--- config.mk ---
export PLATFORM = sky130hd
export DESIGN_NAME = sdcard_spi_responder
export DESIGN_NICKNAME = d
export VERILOG_FILES = /design/src/rtl/sdcard_spi_pkg.sv /design/src/rtl/sdcard_spi_responder_sync_edge_det.sv /design/src/rtl/sdcard_spi_responder.sv
export SDC_FILE = /design/constraint.sdc
export NUM_CORES = 1
export LEC_CHECK = 0
export CAP_MARGIN = 20
export CORE_ASPECT_RATIO = 1.25
export CORE_MARGIN = 8
export CORE_UTILIZATION = 47
export CTS_CLUSTER_DIAMETER = 50
export CTS_CLUSTER_SIZE = 20
export DETAILED_ROUTE_END_ITERATION = 8
export HOLD_SLACK_MARGIN = 0.02
export PLACE_DENSITY = 0.77
export SLEW_MARGIN = 20
export SYNTH_ARGS = -nofsm -noshare
export SYNTH_HDL_FRONTEND = slang
export SYNTH_SLANG_ARGS = --single-unit
--- constraint.sdc ---
create_clock -name clk -period 1.58 [get_ports clk]
set_clock_uncertainty 0.15 [all_clocks]
set_input_delay 0.158 -clock clk [delete_from_list [all_inputs] [get_ports clk]]
set_output_delay 0.158 -clock clk [all_outputs]
set_load 0.02 [all_outputs]
--- src/rtl/sdcard_spi_pkg.sv ---
// Shared types and constants for the SD-card SPI responder.
package sdcard_spi_pkg;

  typedef enum logic {
    ST_IDLE   = 1'b0,
    ST_ACTIVE = 1'b1
  } spi_state_t;

  localparam int         SPI_BITS_PER_BYTE = 8;
  localparam int         SPI_CNT_W         = $clog2(SPI_BITS_PER_BYTE);
  localparam logic [7:0] DEFAULT_FILL_BYTE = 8'hFF;

endpackage

--- src/rtl/sdcard_spi_responder_sync_edge_det.sv ---
// Multi-stage synchronizer for an asynchronous input with one extra
// register that turns level changes into single-cycle rise/fall strobes.
module sync_edge_det #(
  parameter int   STAGES    = 2,
  parameter logic RESET_VAL = 1'b0
) (
  input  logic clk,
  input  logic reset_n,
  input  logic din,
  output logic dout,
  output logic rise,
  output logic fall
);

  logic [STAGES-1:0] chain;
  logic              prev;

  always_ff @(posedge clk or negedge reset_n) begin
    if (!reset_n) begin
      chain <= {STAGES{RESET_VAL}};
      prev  <= RESET_VAL;
    end else begin
      chain <= {chain[STAGES-2:0], din};
      prev  <= chain[STAGES-1];
    end
  end

  assign dout = chain[STAGES-1];
  assign rise = dout & ~prev;
  assign fall = ~dout & prev;

endmodule

--- src/rtl/sdcard_spi_responder.sv ---
// SPI mode-0 responder emulating an SD card: oversampled bus, byte-wide
// receive pulses and a one-deep valid/ready transmit holding register.
//
//   state     | meaning
//   ----------+----------------------------------------------------------
//   ST_IDLE   | not selected; MISO driven high, pad disabled, edges ignored
//   ST_ACTIVE | selected; shifting on SCLK edges, MISO = tx_shift[7]
module sdcard_spi_responder
  import sdcard_spi_pkg::*;
#(
  parameter int         SYNC_STAGES = 2,
  parameter logic [7:0] FILL_BYTE   = DEFAULT_FILL_BYTE
) (
  input  logic       clk,
  input  logic       reset_n,
  input  logic       spi_ss_n,
  input  logic       spi_sclk,
  input  logic       spi_mosi,
  output logic       spi_miso,
  output logic       spi_miso_oe,
  output logic [7:0] rx_data,
  output logic       rx_valid,
  input  logic [7:0] tx_data,
  input  logic       tx_valid,
  output logic       tx_ready,
  output logic       frame_active,
  output logic       tx_underrun
);

  logic                 ss_sync, ss_rise, ss_fall;
  logic                 sclk_level_unused, sclk_rise, sclk_fall;
  logic                 mosi_sync;
  logic [1:0]           mosi_edge_unused;

  spi_state_t           state, state_nxt;
  logic [SPI_CNT_W-1:0] bit_cnt;
  logic [6:0]           rx_shift;
  logic [7:0]           tx_shift;
  logic [7:0]           hold_data;
  logic                 hold_full;

  logic                 frame_start, frame_end, active_edge;
  logic                 last_bit, byte_load, tx_accept;

  sync_edge_det #(.STAGES(SYNC_STAGES), .RESET_VAL(1'b1)) u_sync_ss (
    .clk     (clk),
    .reset_n (reset_n),
    .din     (spi_ss_n),
    .dout    (ss_sync),
    .rise    (ss_rise),
    .fall    (ss_fall)
  );

  sync_edge_det #(.STAGES(SYNC_STAGES), .RESET_VAL(1'b0)) u_sync_sclk (
    .clk     (clk),
    .reset_n (reset_n),
    .din     (spi_sclk),
    .dout    (sclk_level_unused),
    .rise    (sclk_rise),
    .fall    (sclk_fall)
  );

  sync_edge_det #(.STAGES(SYNC_STAGES), .RESET_VAL(1'b1)) u_sync_mosi (
    .clk     (clk),
    .reset_n (reset_n),
    .din     (spi_mosi),
    .dout    (mosi_sync),
    .rise    (mosi_edge_unused[0]),
    .fall    (mosi_edge_unused[1])
  );

  always_ff @(posedge clk or negedge reset_n) begin
    if (!reset_n) state <= ST_IDLE;
    else          state <= state_nxt;
  end

  always_comb begin
    state_nxt = state;
    case (state)
      ST_IDLE:   if (ss_fall) state_nxt = ST_ACTIVE;
      ST_ACTIVE: if (ss_rise) state_nxt = ST_IDLE;
      default:   state_nxt = ST_IDLE;
    endcase
  end

  // An SCLK edge coinciding with deselect belongs to the aborted frame.
  assign frame_start = (state == ST_IDLE) && ss_fall;
  assign frame_end   = (state == ST_ACTIVE) && ss_rise;
  assign active_edge = (state == ST_ACTIVE) && !ss_rise;
  assign last_bit    = (bit_cnt == SPI_CNT_W'(SPI_BITS_PER_BYTE - 1));
  assign byte_load   = frame_start ||
                       (active_edge && sclk_fall && (bit_cnt == '0));
  assign tx_accept   = tx_valid && !hold_full;

  always_ff @(posedge clk or negedge reset_n) begin
    if (!reset_n) begin
      bit_cnt     <= '0;
      rx_shift    <= '0;
      rx_data     <= 8'h00;
      rx_valid    <= 1'b0;
      tx_shift    <= 8'hFF;
      tx_underrun <= 1'b0;
      hold_data   <= 8'h00;
      hold_full   <= 1'b0;
    end else begin
      rx_valid    <= 1'b0;
      tx_underrun <= 1'b0;

      if (frame_start) begin
        bit_cnt <= '0;
      end else if (frame_end) begin
        bit_cnt  <= '0;
        rx_shift <= '0;
      end else if (active_edge && sclk_rise) begin
        rx_shift <= {rx_shift[5:0], mosi_sync};
        bit_cnt  <= bit_cnt + 1'b1;
        if (last_bit) begin
          rx_data  <= {rx_shift, mosi_sync};
          rx_valid <= 1'b1;
        end
      end

      if (byte_load) begin
        if (hold_full) begin
          tx_shift <= hold_data;
        end else begin
          tx_shift    <= FILL_BYTE;
          tx_underrun <= 1'b1;
        end
      end else if (active_edge && sclk_fall) begin
        tx_shift <= {tx_shift[6:0], 1'b1};
      end

      if (tx_accept) hold_data <= tx_data;
      hold_full <= (hold_full && !byte_load) || tx_accept;
    end
  end

  assign spi_miso     = (state == ST_ACTIVE) ? tx_shift[7] : 1'b1;
  assign spi_miso_oe  = (state == ST_ACTIVE);
  assign tx_ready     = !hold_full;
  assign frame_active = !ss_sync;

endmodule

==> out/summary.log <==
qor: route.final_antenna_net_count 0
qor: setup_path.criticalPathCategory register to register
qor: finish.layout-area-overhead-vs-synth 35.3%
qor: route.vias_per_cell 5.31
qor: grt.grt_pass1_wl 6.20 mm
qor: yosys.ys_ff_latch 46
qor: place.placement.io_buffers 27
qor: yosys.syn_area 1870 um^2
qor: yosys.postSynthCellCount 125
qor: place.placed_cells 217
qor: place.hpwl 2.59 mm
qor: route.drtIter0Drc 37
qor: yosys.synth_ff_type dfrtp_1
qor: setup_path.worstPathCellList nand2b_4 > nand4b_4 > or4_1 > o211a_1
qor: cts.cts_num_sinks 46
qor: run_status.status finished with violations
qor: run_status.violations negative setup slack
qor: finish.layout.filler_cells 309
qor: floorplanning.io-pin-count 28
qor: grt.vias_in_the_first_global_route 1,316
qor: timing.setup_viol 17
qor: finish.ff_latch_area 1170 um^2
qor: cts.clockRootBuffer clkbuf_8
qor: yosys.post_synth.cell_area_avg 15.0 um^2
qor: grt.grt_usage 12.7%
qor: setup_path.timing.critical_path.arrival 1.80 ns
qor: yosys.seq_area_frac_synth 62.4%
qor: finish.n_antenna_cell 0
qor: cts.cts_buffers 5
qor: timing.layout_worst_path_cycle_share 109%
qor: finish.finish.net_count 194
qor: yosys.postSynthNetCount 142
qor: setup_path.start_kind register
qor: yosys.synth_edf_count 0
qor: floorplanning.fp.dieArea 6270 um^2
qor: timing.setup_total_negative_slack -1.04 ns
qor: setup_path.critPathSlowestCell or4_1
qor: yosys.synth.largest_area_cell dfrtp_1
qor: route.routed-via-count 1,231
qor: yosys.yosys_warnings 0
qor: setup_path.critical_path_fanout_max 7
qor: finish.post-route-util 66.3%
qor: timing.timing_hold_violations_final 0
qor: timing.period_minus_slack 1.72 ns
qor: floorplanning.die-width 72.4 um
qor: finish.post_route_non_filler_standard_cell_count 232
qor: flow_run.timing.max_cap.violations 0
qor: setup_path.worstPathRequired 1.66 ns
qor: yosys.synth_top_area_share 44.1%
qor: cts.htree_num_levels 2
qor: setup_path.cp-end-kind register
qor: cts.cts_max_path_buffers 2
qor: pwr.worst_ir_drop_vdd 0.000638 V
qor: grt.grt_start_max_net_pins 32
qor: cts.clock_latency 0.30 ns
qor: route.avgRoutedWirePerCell 16.6 um
qor: timing.max_slew.worst_pin.slew 0.375 ns
qor: setup_path.worst_setup_path_startpoint u_sync_ss.prev
qor: cts.tritoncts_clock_tree built
qor: cts.cts.reportedPaths.clkPinSlew 0.08 ns
qor: floorplanning.floorplan.core_area 3820 um^2
qor: finish.drive_above_1_share 36.0%
qor: pwr.power-per-cell-area 1260 nW/um^2
qor: route.routed_wl 3.85 mm
qor: grt.global_route.overflow_total 0
qor: route.drt_first_pass_iters 4
qor: pwr.total_leakage_power 1.30 nW
qor: timing.fmaxAchievable 0.581 GHz
qor: timing.rsz0062_at_grt yes
qor: yosys.synthDistinctLibCells 29
qor: setup_path.reg2reg_from u_sync_ss.prev
qor: timing.maxSlewHeadroom 75.0%
qor: route.post-route-drc-count 0
qor: floorplanning.dieHeight 86.5 um
qor: grt.grt_antenna_before_repair 0
qor: floorplanning.rows 25
qor: floorplanning.initial_core_util 49.0%
qor: worst_hold_path.worst_hold_path_type primary input to register
qor: finish.multi_input_area 729 um^2
qor: timing.slew_violations 0
qor: timing.layout_setup_ws -0.142 ns
qor: yosys.synth_area_leaders dfrtp_1, dfstp_2, mux2_1
qor: place.finalWeightedCongestion 0.711
qor: worst_hold_path.launch_point_of_the_worst_hold_path spi_ss_n
qor: setup_path.timing.critical_path.slowest_cell_delay 0.56 ns
qor: yosys.asyncSetResetFlopFracSynth 100%
==> critical path, delay by kind of cell (launching register included) <==
| family | cells | cell delay, ns |
|---|---|---|
| and+or+nand+nor | 3 | 0.83 |
| DFF | 1 | 0.54 |
| AOI/OAI and AO/OA | 1 | 0.13 |
==> cells in the mapped netlist, types with 3 or more instances <==
cell type and count:
a22o_1 9, buf_2 3, dfrtp_1 33, dfstp_2 13
ha_1 3, inv_1 4, mux2_1 16, nor2b_1 5
o211a_1 7, or3_1 7, or4_1 7
==> sequential cells by signal (all words and copies together) (netlist names) <==
register / count
tx_shift: 8
rx_shift: 7
rx_valid: 1
rx_data: 8
spi_miso_oe: 1
u_sync_sclk.chain: 2
u_sync_sclk.prev: 1
u_sync_ss.chain: 2
u_sync_mosi.chain: 2
hold_data: 8
hold_full: 1
bit_cnt: 3
u_sync_ss.prev: 1
tx_underrun: 1
==> cell usage in the layout (no fill, tap or decap), types with 2 or more instances in the layout <==
| cell type | instances |
|---|---|
| inv_1 | 4 |
| or4_1 | 6 |
| or3_1 | 7 |
| dfrtp_1 | 32 |
| o211a_1 | 7 |
| clkbuf_8 | 5 |
| buf_6 | 2 |
| clkbuf_1 | 2 |
| nor2b_1 | 3 |
| nor2b_4 | 2 |
| dlymetal6s2s_1 | 5 |
| mux2_4 | 5 |
| buf_2 | 2 |
| ha_1 | 2 |
| dlygate4sd2_1 | 6 |
| a22o_1 | 9 |
| mux2_1 | 11 |
| dfstp_2 | 13 |
| nand2_4 | 2 |
| buf_4 | 17 |
| clkdlybuf4s50_1 | 13 |
==> layout make-up <==
| type | instances | share of cell area [%] |
|---|---|---|
| multi-input cells | 71 | 28.8 |
| clock buffers | 7 | 3.02 |
| clock inverters | 1 | 1.19 |
| flip-flops and latches | 46 | 46.2 |
| repair buffers | 48 | 17.4 |
| inverters | 5 | 0.741 |
| well taps | 54 | 2.67 |
==> per-layer routing <==
layer	up-vias	share of wire (%)	GRT usage, %
met1	624	39	13.9
met4	0	1.6	4.93
met2	37	53	21.8
met5	-	0	0
met3	7	6.0	4.39
li1	563	-	-
==> path summary, 6_finish.rpt <==
kind                                        end  slack [ns]  depth (start not counted)
min reg2reg                u_sync_sclk.chain[1]        0.20                          0
min in group asynchronous      u_sync_sclk.prev        0.16                          2
max in group asynchronous           tx_shift[3]        0.58                          3
min                          u_sync_ss.chain[0]        0.11                          1
max                                 tx_shift[4]       -0.14                          4
max reg2reg                         tx_shift[4]       -0.14                          4
==> power by group <==
| group | switching (mW) | internal, mW | leakage, nW |
|---|---|---|---|
| Sequential | 0.154 | 1.51 | 0.564 |
| Clock | 0.372 | 0.473 | 0.0524 |
| Combinational | 0.293 | 0.379 | 0.682 |
| Total | 0.819 | 2.36 | 1.30 |
==> cell families after synthesis <==
kind of cell    count (synthesis)  synth area share, %
compound gates                 21                 10.8
buf+inv                         9                 2.41
flops                          46                 62.4
fa+ha+maj                       4                 2.54
mux                            17                 10.2
simple gates                   28                 11.6
==> through the flow <==
| stage | worst slack (ns) | power (mW) | cell area, um^2 | hold WS [ns] |
|---|---|---|---|---|
| 2_1_floorplan | -0.0552 | 2.03 | 1880 | -0.288 |
| 3_3_place_gp | -0.0994 | 2.28 | 2310 | -0.0608 |
| 3_5_place_dp | -0.275 | 2.33 | 2310 | -0.0576 |
| 4_1_cts | -0.115 | 3.20 | 2480 | 0.101 |
| 5_1_grt | -0.175 | 3.36 | 2530 | 0.104 |
| 6_report | -0.142 | 3.18 | 2530 | 0.110 |
==> repair_timing <==
item | in CTS | in global routing
endpoints found under the setup margin | 34 | 30
endpoints found under the hold margin | 38 | 0
resized for setup | 21 | 17
setup buffers | 5 | 0
pin swaps | 13 | 5
gates cloned | 0 | 1
hold buffers | 1 | 0
Note: power is estimated with default switching activity, not from simulation.
